File: config.mk
export PLATFORM = sky130hd
export DESIGN_NAME = seg_msg_scroller
export DESIGN_NICKNAME = d
export VERILOG_FILES = /design/src/rtl/seg_msg_scroller.sv
export SDC_FILE = /design/constraint.sdc
export NUM_CORES = 1
export LEC_CHECK = 0
export ABC_AREA = 1
export ABC_CLOCK_PERIOD_IN_PS = 3100
export CORE_MARGIN = 2
export CORE_UTILIZATION = 55
export CTS_CLUSTER_SIZE = 24
export DETAILED_ROUTE_END_ITERATION = 12
export GPL_ROUTABILITY_DRIVEN = 0
export PLACE_DENSITY = 0.76
export SETUP_SLACK_MARGIN = 0.05
export SKIP_CTS_REPAIR_TIMING = 1
export SLEW_MARGIN = 20
export SYNTH_ARGS = -nofsm -noshare
export SYNTH_HDL_FRONTEND = slang
export SYNTH_SLANG_ARGS = --single-unit
File: constraint.sdc
create_clock -name CLOCK_50 -period 3.1 [get_ports CLOCK_50]
set_input_delay 0.93 -clock CLOCK_50 [delete_from_list [all_inputs] [get_ports CLOCK_50]]
set_output_delay 0.93 -clock CLOCK_50 [all_outputs]
set_load 0.005 [all_outputs]
File: src/rtl/seg_msg_scroller.sv
// seg_msg_scroller: producer side of the 2-bit character-code interface that
// feeds the four HEX digit decoders. It holds a small writable message buffer
// and presents a 4-character window (c3 = leftmost digit ... c0 = rightmost).
// The window scrolls on a prescaled timer tick or on a manual step, in either
// direction.
//
// Ports:
//   CLOCK_50  system clock; all logic runs on its rising edge
//   rst       synchronous reset, active-high
//   en        enables the automatic scroll prescaler
//   dir       scroll direction (0 = pointer increments, 1 = pointer decrements)
//   step      manual advance; level input, rising edge detected internally
//   wr_en     message buffer write strobe
//   wr_addr   write address; addresses >= MSG_LEN are ignored
//   wr_data   character code to write
//   c3..c0    registered window codes msg[ptr .. ptr+3] (indices mod MSG_LEN)
//   pos       current window pointer
//   adv       one-cycle pulse, high in the cycle the pointer takes its new value
module seg_msg_scroller #(
  parameter int TICK_DIV = 50000000,
  parameter int MSG_LEN  = 8
) (
  input  logic       CLOCK_50,
  input  logic       rst,
  input  logic       en,
  input  logic       dir,
  input  logic       step,
  input  logic       wr_en,
  input  logic [3:0] wr_addr,
  input  logic [1:0] wr_data,
  output logic [1:0] c3,
  output logic [1:0] c2,
  output logic [1:0] c1,
  output logic [1:0] c0,
  output logic [3:0] pos,
  output logic       adv
);

  localparam int             CNT_W   = (TICK_DIV > 2) ? $clog2(TICK_DIV) : 1;
  localparam int             IDX_W   = $clog2(MSG_LEN);
  localparam logic [CNT_W-1:0] CNT_MAX = CNT_W'(TICK_DIV - 1);
  localparam logic [3:0]     PTR_MAX = 4'(MSG_LEN - 1);
  localparam logic [4:0]     LEN5    = 5'(MSG_LEN);

  logic [CNT_W-1:0] cnt_q, cnt_d;
  logic [3:0]       ptr_q, ptr_d;
  logic             step_q;
  logic             adv_q;
  logic [1:0]       msg_q [MSG_LEN];
  logic [1:0]       c3_q, c2_q, c1_q, c0_q;

  logic tick, stp, go, wr_ok;

  // Window index ptr+k modulo MSG_LEN. ptr < MSG_LEN and k <= 3 < MSG_LEN,
  // so a single compare-and-subtract is enough for any buffer length.
  function automatic logic [IDX_W-1:0] win_idx(input logic [3:0] p, input logic [2:0] k);
    logic [4:0] s;
    s = {1'b0, p} + {2'b00, k};
    if (s >= LEN5) s = s - LEN5;
    return IDX_W'(s);
  endfunction

  always_comb begin
    tick  = en && (cnt_q == CNT_MAX);
    stp   = step && !step_q;
    go    = tick || stp;
    wr_ok = wr_en && ({1'b0, wr_addr} < LEN5);

    // With en low the count freezes rather than clearing.
    cnt_d = cnt_q;
    if (en) cnt_d = tick ? '0 : cnt_q + 1'b1;

    // dir only matters in a cycle where an advance actually happens.
    ptr_d = ptr_q;
    if (go) begin
      if (dir) ptr_d = (ptr_q == 4'd0) ? PTR_MAX : ptr_q - 4'd1;
      else     ptr_d = (ptr_q == PTR_MAX) ? 4'd0 : ptr_q + 4'd1;
    end
  end

  always_ff @(posedge CLOCK_50) begin
    if (rst) begin
      cnt_q  <= '0;
      ptr_q  <= '0;
      step_q <= 1'b0;
      adv_q  <= 1'b0;
      for (int i = 0; i < MSG_LEN; i++) msg_q[i] <= 2'(i);
      c3_q <= 2'd0;
      c2_q <= 2'd1;
      c1_q <= 2'd2;
      c0_q <= 2'd3;
    end else begin
      cnt_q  <= cnt_d;
      ptr_q  <= ptr_d;
      step_q <= step;
      adv_q  <= go;
      // Window is rebuilt from the pre-edge buffer and pointer, so a new
      // pointer or a fresh write shows up one edge after it lands.
      c3_q <= msg_q[win_idx(ptr_q, 3'd0)];
      c2_q <= msg_q[win_idx(ptr_q, 3'd1)];
      c1_q <= msg_q[win_idx(ptr_q, 3'd2)];
      c0_q <= msg_q[win_idx(ptr_q, 3'd3)];
      if (wr_ok) msg_q[wr_addr[IDX_W-1:0]] <= wr_data;
    end
  end

  assign c3  = c3_q;
  assign c2  = c2_q;
  assign c1  = c1_q;
  assign c0  = c0_q;
  assign pos = ptr_q;
  assign adv = adv_q;

endmodule
# Word-level counts from Yosys, hierarchy flattened
# Memories as Yosys holds them, arrays and structs flattened. A register that Yosys moved wholly into a read port is not among the register bits.
# Index checks and enable logic that the tools add are counted.
# op_classes
magnitude_cmp	5
n_eq_ne	2
n_addsub	10
n_mux	20
reduce_logical	7
# ops
op	n
two-way mux 3 bit	9
adder 26 x 1 -> 26 bit, second input constant	1
== test 26 bit, second input constant	1
two-way mux 26 bit	1
>= comparator 5 x 4 -> 1 bit, second input constant	3
two-way mux 4 bit	3
subtractor 3 x 1 -> 3 bit, second input constant	4
adder 4 x 2 -> 5 bit, second input constant	2
two-way mux 1 bit	6
adder 4 x 1 -> 5 bit, second input constant	1
adder 4 x 1 -> 4 bit, second input constant	1
== test 4 x 3 -> 1 bit, second input constant	1
>= comparator 4 bit, second input constant	1
logical NOT 4 bit	1
< comparator 4 bit, second input constant	1
subtractor 4 x 1 -> 4 bit, second input constant	1
logical AND 1 bit	3
two-way mux 2 bit	1
OR reduction 2 bit	1
logical NOT 1 bit	1
logical OR 1 bit	1
# totals
memories	1
input_bits	12
ff_bits	32
mem_bits_rw	16
word_cells	49
out_inout_bits	13
# memory_table
name	words	width	read_ports	rd_clocked_by_memory_dff	write_ports	line	rtl
msg_q	8	2	4	4	8	49	logic [1:0] msg_q [MSG_LEN];

# Longest topological paths before layout
# depth
ltp_word	7
mapped_depth	12
ltp_nobuf	10

# Least setup slack after synthesis
# No wires, ideal clock.
# synth_path
path_type	input-to-reg
from	input rst
to	memory msg_q[3][0] (enable)
path_buffers	2
slack_ns	1.219
stages	4
required_ns	2.822
setup_ns	0.278
arrival_time_ns	1.603
path_cell_list	inv_1 buf_2 clkbuf_1 o21ai_0
# synth_lines
element	line	rtl
start: declaration	24	input logic rst,
end: declaration	49	

# Worst setup path in the final report
# layout_path
from	register ptr_q[1], in the netlist pos[1]
to	output pos[1]
# layout_lines
element	line	rtl
start: declaration	46	logic [3:0] ptr_q, ptr_d;
start signal: assignment	94	ptr_q <= ptr_d;
end: declaration	35	output logic [3:0] pos,
# No word-level cell between the ends.

==> parameters.txt <==
Parameter                              Value

Placed design
  Instance area after placement ... 3520 um^2
  Detailed placer's ending HPWL ... 5370 um
  Count of buffers inserted at the top-level ports ... 24

Logic synthesis
  Cell area after synthesis ... 3230 um^2
  Syn Inst Count ... 457
  Count of distinct cell types in the synthesized netlist ... 31
  Number of warnings reported in the yosys synthesis log ... 0
  Fraction of post-synthesis cell area in the top cell type by area ... 0.248
  Top cell type by total area after synthesis ... dfxtp_1
  Synthesized area per cell ... 7.07 um^2
  Synthesized flop and latch total ... 56
  Primary flip-flop cell chosen by synthesis mapping ... dfxtp_1
  Register area share after synthesis ... 0.397
  Post-synth EDFFs ... 16
  Post-Syn Nets ... 476
  Top area cells in the synthesized netlist ... dfxtp_1 (25%), edfxtp_1 (15%), nand2_1 (14%)
  Async set or reset register ratio after synthesis ... 0

Setup path
  Category of the critical setup timing path ... register to output port
  Worst setup startpoint ... pos[1]$_SDFFE_PP0P_
  Startpoint type of the worst setup path ... register
  Worst Setup EP ... pos[1]
  Library cell contributing the largest single delay on the critical path ... dfxtp_1
  Delay of the slowest cell on the worst path ... 0.63 ns
  Top delay family on crit path ... flip-flops
  Sort of element at the end of the critical path ... output port
  Req. time, crit path ... 2.17 ns
  CP max FO ... 14
  Flop2flop setup slack ... 0.82 ns
  Worst r2r dst ... c0[1]$_SDFF_PP1_
  Startpoint of the worst register-to-register path ... pos[1]$_SDFFE_PP0P_
  Buffers & Inverters on Critical Path ... 1
  Ordered list of cells on the worst path ... clkdlybuf4s50_1
  Arrival time reported for the critical path endpoint ... 1.53 ns
  R2R cell count ... 5
  Crit. path cell count ... 1

Layout
  Antenna Diode Count ... 0
  Area growth from synthesis to layout ... 11.5%
  Layout cell share with drive strength beyond 1 ... 0.0771
  Final Instance Area ... 3600 um^2
  Most common library cell in the layout ignoring fill and taps ... nand2_1
  # fillers ... 518
  Most frequent cells in the layout ... nand2_1 (120), nor2_1 (74), inv_1 (50)
  Final layout net count ... 498

Floorplan
  Initial core utilization ... 0.579
  Core Area ... 5570 um^2
  Die ar. ... 6500 um^2
  Floorplan die height ... 80.6 um
  Number of ports placed on the die boundary ... 25
  Number of standard-cell rows in the floorplan ... 27
  Die Wd ... 80.6 um

Outcome
  Status ... finished clean

Drt
  Wire length after detailed routing ... 6920 um
  Detailed-route wire length per cell ... 12.5 um
  Total via count after detailed routing ... 2885
  Detail-routed via count per cell ... 5.23
  Post-detailed-route count of antenna-violating nets ... 0
  Drt first pass iters ... 7
  Remaining design rule violation count ... 0
  Starting DRC count in detailed routing ... 195

Flow run
  Max-capacitance violation count ... 0

STA
  Minimum clock period ... 2.46 ns
  Setup violators final ... 0
  Setup skew after layout ... 0.00406 ns
  Achievable frequency ... 0.407 GHz
  Transition time at the pin with the least slew margin ... 0.483 ns
  Setup repair after global routing missed its margin ... false
  Hold Vio Cnt, Final ... 0
  Post-route clock period utilization ... 0.792
  Slew margin rel. ... 0.678
  Max-slew violations ... 0
  Post-Route Setup TNS ... 0 ns
  Hold Slack ... 0.545 ns

Global route
  Total Routing Usage GR ... 0.236
  Number of global-route vias before repair ... 2732
  Sum of overflow across all layers after global routing ... 0
  Wire length of the first global-routing pass ... 12100 um
  Pin count of the biggest net entering global routing ... 25
  Initial antenna violation count ... 0

Clocking
  Number of CTS-inserted buffers ... 5
  Clock tree from TritonCTS ... yes
  Latest clock arrival within the worst-skew pair ... 0.30 ns
  Clock sink total ... 56
  Clock input transition at the sequential cells of the worst setup and hold paths ... 0.10 ns
  Number of buffers on the longest clock path ... 2
  CTS H-tree depth ... 2
  Root Buffer Master ... clkbuf_8

Power
  Max rail drop VDD ... 0.215 mV
  Power Total ... 0.00146 W
  Power per cell area ... 406 nW/um^2
  LEAKAGE ... 1.45 nW

Worst hold path
  Launch point of the worst hold path ... cnt_q[1]$_SDFFE_PP0P_
  Worst min path class ... register to register
==> area by class of cell <==
type                       instances  area (um^2)  share of cell area
clock buffer                       6         72.6              0.0201
timing repair buffer              27          263              0.0729
inverter                          53          199              0.0552
tap                               72         90.1              0.0250
clock inverter                     2         11.3             0.00313
multi-input combinational        336         1690               0.468
sequential                        56         1280               0.356
==> through the flow <==
step | utilization | instances | setup WS [ns]
global placement | 0.631 | 544 | 0.462
floorplan | - | 457 | 1.22
finish | 0.646 | 552 | 0.644
detailed placement | 0.631 | 544 | 0.397
global route | 0.646 | 552 | 0.555
CTS | 0.646 | 552 | 0.625
==> routing by layer <==
metal	routed length, um	vias up	track usage
met3	285	4	0.0427
met1	3430	1321	0.327
met4	40	0	0.0576
met2	3160	63	0.381
li1	-	1497	-
met5	0	-	0
==> report_power, final <==
group | internal [W] | switching [W]
clock | 0.000158 | 0.000234
sequential | 0.000789 | 0.0000233
combinational | 0.000113 | 0.000144
==> registers in the layout (all words and copies together) (netlist names) <==
name,count
cnt_q,26
msg_q,16
pos,4
c0,2
c1,2
c2,2
c3,2
adv,1
step_q,1
==> logic make-up (layout without fill, tap and decap cells) <==
group                    Yosys count  count (layout)  synth area share
flip-flops                        56              56             0.397
AO/OA/AOI/OAI                     47              47            0.0841
XOR/XNOR                          13              13            0.0353
adder cells (fa/ha/maj)            7               7            0.0271
buffers and inverters             65              88            0.0814
AND/OR/NAND/NOR                  269             269             0.375
==> cells in the mapped netlist, types with 4 or more instances <==
| cell type | number |
|---|---|
| nand2_2 | 6 |
| ha_1 | 7 |
| a21oi_1 | 17 |
| buf_2 | 6 |
| clkbuf_1 | 4 |
| dfxtp_1 | 40 |
| nand3b_1 | 5 |
| nor2_4 | 5 |
| nand4_1 | 5 |
| nor2_2 | 5 |
| edfxtp_1 | 16 |
| inv_1 | 50 |
| xor2_1 | 8 |
| nand2_1 | 120 |
| o211ai_1 | 9 |
| xnor2_1 | 5 |
| o21ai_0 | 17 |
| nor2_1 | 74 |
| nor3_1 | 5 |
| nand3_1 | 36 |
==> how the worst min path moves through the flow <==
stage / endpoint / slack (ns) / cells after the start
2_1_floorplan: cnt_q[25]$_SDFFE_PP0P_ / 0.47 / 2
3_3_place_gp: cnt_q[1]$_SDFFE_PP0P_ / 0.53 / 2
3_5_place_dp: cnt_q[1]$_SDFFE_PP0P_ / 0.53 / 2
4_1_cts: cnt_q[1]$_SDFFE_PP0P_ / 0.54 / 2
5_1_grt: cnt_q[0]$_SDFFE_PP0P_ / 0.59 / 2
6_report: cnt_q[1]$_SDFFE_PP0P_ / 0.55 / 2
==> worst register-to-register path, cell delays in order (launching register included) <==
cell and delay, ns:
dfxtp_1 0.63, clkinv_1 0.39, ha_1 0.63, inv_1 0.17, o21ai_0 0.20, o221ai_1 0.14
No activity file was read; power rests on OpenSTA's default activity.
